<file path="src/rtl/twiddle_gen.sv">
// Table-free FP4 twiddle generator for a radix-2 FFT: random-access lookups plus a
// per-stage sequencer, through a two-stage pipeline with a valid/ready output.
module twiddle_gen #(
    parameter int MAX_N      = 32,
    parameter int ADDR_WIDTH = $clog2(MAX_N),
    parameter int LOG2W      = $clog2(ADDR_WIDTH + 1)
) (
    input  logic                  clk,
    input  logic                  rst,
    input  logic [LOG2W-1:0]      cfg_log2n,
    input  logic                  cfg_inverse,
    input  logic                  req_valid,
    output logic                  req_ready,
    input  logic [ADDR_WIDTH-1:0] req_k,
    input  logic                  seq_start,
    input  logic [LOG2W-1:0]      seq_stage,
    output logic                  seq_busy,
    output logic                  out_valid,
    input  logic                  out_ready,
    output logic [7:0]            twiddle_out,
    output logic [ADDR_WIDTH-1:0] out_k,
    output logic                  out_last,
    output logic                  cfg_err
);

    localparam int unsigned      QTR  = MAX_N / 4;
    localparam logic [LOG2W-1:0] AW_L = LOG2W'(ADDR_WIDTH);

    typedef enum logic {IDLE, SEQ} state_t;

    state_t                state_q;
    logic [LOG2W-1:0]      seq_n_q;
    logic [LOG2W-1:0]      seq_s_q;
    logic                  seq_inv_q;
    logic [ADDR_WIDTH-1:0] j_q;

    logic                  s1_valid_q;
    logic                  s1_zero_q;
    logic                  s1_inv_q;
    logic                  s1_last_q;
    logic [ADDR_WIDTH-1:0] s1_a_q;
    logic [ADDR_WIDTH-1:0] s1_k_q;

    logic                  out_valid_q;
    logic                  out_last_q;
    logic                  cfg_err_q;
    logic [7:0]            twiddle_q;
    logic [ADDR_WIDTH-1:0] out_k_q;

    logic                  adv;
    logic                  req_fire;
    logic                  n_ok;
    logic                  stage_ok;
    logic                  seq_last;
    logic [ADDR_WIDTH-1:0] seq_k;
    logic [ADDR_WIDTH-1:0] seq_a;
    logic [ADDR_WIDTH-1:0] req_a;

    logic [1:0]            quad;
    int unsigned           r;
    int unsigned           q_re;
    int unsigned           q_im;
    logic                  neg_re;
    logic                  neg_im;
    logic [7:0]            tw_d;

    // Integer thresholds stand in for cos(q*pi/(2Q)) crossing 0.75 and 0.25.
    function automatic logic [2:0] quant(input int unsigned q);
        if (1000 * q < 460 * QTR) begin
            quant = 3'b010;
        end else if (1000 * q < 839 * QTR) begin
            quant = 3'b001;
        end else begin
            quant = 3'b000;
        end
    endfunction

    function automatic logic [3:0] fp4(input logic neg, input logic [2:0] m);
        fp4 = (m == 3'b000) ? 4'b0000 : {neg, m};
    endfunction

    always_comb begin
        adv       = !out_valid_q || out_ready;
        req_ready = adv && (state_q == IDLE) && !seq_start;
        req_fire  = req_valid && req_ready;
        n_ok      = (cfg_log2n != '0) && (cfg_log2n <= AW_L);
        stage_ok  = seq_stage < cfg_log2n;
        seq_k     = j_q << (seq_n_q - seq_s_q - LOG2W'(1));
        seq_a     = seq_k << (AW_L - seq_n_q);
        req_a     = n_ok ? (req_k << (AW_L - cfg_log2n)) : '0;
        seq_last  = (j_q == ADDR_WIDTH'((32'd1 << seq_s_q) - 32'd1));
    end

    // Quarter-wave fold: odd quadrants swap which axis distance feeds real vs imag.
    always_comb begin
        quad   = s1_a_q[ADDR_WIDTH-1 -: 2];
        r      = 32'(s1_a_q) % QTR;
        q_re   = quad[0] ? (QTR - r) : r;
        q_im   = quad[0] ? r : (QTR - r);
        neg_re = (quad == 2'd1) || (quad == 2'd2);
        neg_im = !quad[1] ^ s1_inv_q;
        tw_d   = s1_zero_q ? 8'h00 : {fp4(neg_re, quant(q_re)), fp4(neg_im, quant(q_im))};
    end

    always_ff @(posedge clk or posedge rst) begin
        if (rst) begin
            state_q     <= IDLE;
            seq_n_q     <= '0;
            seq_s_q     <= '0;
            seq_inv_q   <= 1'b0;
            j_q         <= '0;
            s1_valid_q  <= 1'b0;
            s1_zero_q   <= 1'b0;
            s1_inv_q    <= 1'b0;
            s1_last_q   <= 1'b0;
            s1_a_q      <= '0;
            s1_k_q      <= '0;
            out_valid_q <= 1'b0;
            out_last_q  <= 1'b0;
            cfg_err_q   <= 1'b0;
            twiddle_q   <= '0;
            out_k_q     <= '0;
        end else begin
            cfg_err_q <= req_fire && !n_ok;
            case (state_q)
                IDLE: begin
                    if (seq_start) begin
                        if (n_ok && stage_ok) begin
                            seq_n_q   <= cfg_log2n;
                            seq_s_q   <= seq_stage;
                            seq_inv_q <= cfg_inverse;
                            j_q       <= '0;
                            state_q   <= SEQ;
                        end else begin
                            cfg_err_q <= 1'b1;
                        end
                    end
                end
                SEQ: begin
                    if (adv) begin
                        if (seq_last) begin
                            j_q     <= '0;
                            state_q <= IDLE;
                        end else begin
                            j_q <= j_q + 1'b1;
                        end
                    end
                end
                default: state_q <= IDLE;
            endcase

            // Both stages move together so a stalled output never loses S1 contents.
            if (adv) begin
                s1_valid_q <= req_fire || (state_q == SEQ);
                if (state_q == SEQ) begin
                    s1_a_q    <= seq_a;
                    s1_k_q    <= seq_k;
                    s1_inv_q  <= seq_inv_q;
                    s1_zero_q <= 1'b0;
                    s1_last_q <= seq_last;
                end else if (req_fire) begin
                    s1_a_q    <= req_a;
                    s1_k_q    <= req_k;
                    s1_inv_q  <= cfg_inverse;
                    s1_zero_q <= !n_ok;
                    s1_last_q <= 1'b0;
                end
                out_valid_q <= s1_valid_q;
                if (s1_valid_q) begin
                    twiddle_q  <= tw_d;
                    out_k_q    <= s1_k_q;
                    out_last_q <= s1_last_q;
                end
            end
        end
    end

    assign seq_busy    = (state_q == SEQ);
    assign out_valid   = out_valid_q;
    assign twiddle_out = twiddle_q;
    assign out_k       = out_k_q;
    assign out_last    = out_last_q;
    assign cfg_err     = cfg_err_q;

endmodule

</file>
<file path="config.mk">
export PLATFORM = sky130hd
export DESIGN_NAME = twiddle_gen
export DESIGN_NICKNAME = d
export VERILOG_FILES = /design/src/rtl/twiddle_gen.sv
export SDC_FILE = /design/constraint.sdc
export NUM_CORES = 1
export LEC_CHECK = 0
export BUFFER_PORTS_ARGS = -buffer_cell sky130_fd_sc_hd__buf_2
export CAP_MARGIN = 30
export CORE_MARGIN = 2
export CORE_UTILIZATION = 61
export CTS_CLUSTER_SIZE = 25
export DETAILED_ROUTE_END_ITERATION = 7
export PLACE_DENSITY = 0.8
export SLEW_MARGIN = 10
export SYNTH_ARGS = -nofsm -noshare
export SYNTH_HDL_FRONTEND = slang
export SYNTH_SLANG_ARGS = --single-unit
</file>
<file path="constraint.sdc">
create_clock -name clk -period 6.05 [get_ports clk]
set_input_delay 1.21 -clock clk [delete_from_list [all_inputs] [get_ports clk]]
set_output_delay 1.21 -clock clk [all_outputs]
set_load 0.1 [all_outputs]
</file>
==> impl_metrics.ini <==
[timing]
clock_skew_ns = 0.00476
whs_ns = 0.484
period_needed_ns = 5.24
rsz0062_at_grt = no
max_freq_mhz = 191
period_share_pct = 86.6
slew_viol_final = 0
timing.slew.headroom_pct = 57.9
hold_viol_final = 0
setup-violations-final = 0
fin_setup_tns_ns = 0
tightest_slew_ns = 0.632

[cts]
cts_tree = built
cts_root_buf = clkbuf_8
cts.path.max_buffers = 2
htree_levels = 2
post_cts_buffers = 0
cts.sinks = 41
ctsResizeCount = 0
cts_made_buffers = 5
clkTransAtPathRegs_ns = 0.08
cts_hold_buffers = 0
clock_latency_ns = 0.29

[critical_path]
crit_arrival_ns = 5.46
crit_chain = inv_1 -> ha_1 -> nor2_1 -> xor2_1 -> inv_1 -> fa_1 -> inv_1 -> fa_1 -> fa_1 -> ha_1 -> ha_1 -> a31oi_1 -> o21ai_1 -> xor2_1 -> o211a_1 -> or4_1 -> o21ai_1
end_kind = flop
crit_family = adder cells
crit_buf_inv = 3
startpoint_type = flop
critPathKind = flop to flop
crit_fanout = 11
critPathMaxStageDelay_ns = 0.56
worstPathRequired_ns = 6.28
cp_slowest_cell = dfrtp_1

[die]
core_region_area_mm2 = 0.00642
die_area_mm2 = 0.00737
num_rows = 29
die_height_um = 85.8
top_level_ports = 35
initial_core_util_pct = 63.6
fp.dieW_um = 85.8

[detailed_routing]
drtIter0Drc = 173
postRouteAntennaNets = 0
dr.pass1.iters = 6
routed_wl_mm = 8.54
post_drt_wl_per_cell_um = 15.5
vias_per_cell = 5.93
num_vias = 3276
remaining_drc_errors = 0

[status]
status = finished clean

[synthesis]
synth_flop_cell = dfrtp_1
synth_top_cell_by_area = dfrtp_1
yosysSeqAreaShare_pct = 25.1
synth_edf_count = 0
synth-async-reset-ratio_pct = 100
synth.most_common_cell = ha_1
synth_top_cells_by_count = 60 x ha_1, 44 x nand2_1, 43 x inv_1
synth_cell_types = 68
syn_area_mm2 = 0.00408
synth_area_leaders = dfrtp_1 25%, ha_1 18%, fa_1 6.4%
syn_inst = 448
synth_warnings = 0
ys_seq_elements = 41
yosysTopAreaCellShare_pct = 25.1
avgSynthCellArea_um2 = 9.12

[placement]
dp_cells = 543
dpl-instance-area_mm2 = 0.00427
io_buffers = 32
hpwl_mm = 6.77
gp_congestion = 0.907

[finish]
diodes = 0
fin_area_mm2 = 0.00440
drive_gt1_share_pct = 15.2
stdcell_count = 552
synthToLayoutAreaGrowth_pct = 7.63
fin_nets = 564

[flow_run]
drv_cap = 0

[global_route]
antenna_found_initial = 0
grt_pass1_vias = 3257
grt_first_pass_wirelength_mm = 14.9
grt_max_degree = 42
grt_usage_pct = 24.9
grt_overflow = 0

[min_path]
worstHoldPathType = flop to flop
-- kinds of logic after synthesis --
logic type / Yosys count / share of synthesized area, %
compound gates: 94 / 15.1
xor+xnor: 21 / 4.87
flops: 41 / 25.1
other cells: 1 / 0.0918
simple gates: 132 / 16.6
mux: 25 / 7.20
buf+inv: 61 / 6.31
fa+ha+maj: 73 / 24.8
-- stage by stage --
stage               util, %  worst slack, ns
floorplan                 -             1.21
global placement       66.4            0.978
detailed placement     66.5            0.834
CTS                    68.4            0.799
global route           68.4            0.324
finish                 68.4            0.813
-- worst paths after layout --
| path | start | endpoint | slack (ns) | cells after the start |
|---|---|---|---|---|
| hold / removal | s1_k_q[3] | s1_k_q[3] | 0.48 | 2 |
| hold reg to reg | s1_k_q[3] | s1_k_q[3] | 0.48 | 2 |
| max in group asynchronous | rst | seq_n_q[0] | 4.67 | 3 |
| min in group asynchronous | rst | s1_k_q[3] | 1.03 | 3 |
| setup / recovery | s1_a_q[0] | twiddle_out[3] | 0.81 | 17 |
| setup reg to reg | s1_a_q[0] | twiddle_out[3] | 0.81 | 17 |
-- final cells by class --
class                      count  area (µm²)
multi-input combinational    347        2800
timing repair buffer          36         188
clock buffer                   6        82.6
clock inverter                 2        37.5
sequential                    41        1030
inverter                      43         161
fill                         535        2030
tap                           77        96.3
-- sequential cells by signal, indices dropped and copies added (netlist names), 3 cells and up --
name / count
s1_k_q: 5
seq_s_q: 3
out_k: 5
seq_n_q: 3
j_q: 5
twiddle_out: 6
s1_a_q: 5
-- placed cells by master (no fill, tap or decap), drive strengths merged, types with 4 or more instances in the layout --
cell | netlist | routed
mux2 | 15 | 15
and2 | 6 | 6
clkbuf | 10 | 7
dfrtp | 41 | 41
xnor2 | 9 | 9
a31oi | 6 | 6
nor2 | 17 | 17
a21oi | 17 | 17
o21ai | 32 | 32
and3 | 4 | 4
nor3 | 9 | 9
a21boi | 4 | 4
ha | 60 | 60
nor2b | 6 | 6
fa | 13 | 13
nand3b | 4 | 4
nand3 | 16 | 16
a32oi | 4 | 4
nand2 | 44 | 44
mux2i | 8 | 8
buf | 8 | 35
nand2b | 6 | 6
xor2 | 11 | 11
inv | 43 | 43
-- worst min-delay path: stages (launching register included) --
cell and delay, ns:
dfrtp_1 0.35, nand2_1 0.05, o21ai_0 0.06
-- routing by layer --
layer	wire [µm]	GRT usage, %
met1	3850	33.8
met2	4310	42.8
met3	266	2.89
met4	106	6.06
met5	0	0
Power is not shown: default switching activity piles up to over one toggle a cycle in this logic, so the estimate is an artifact.
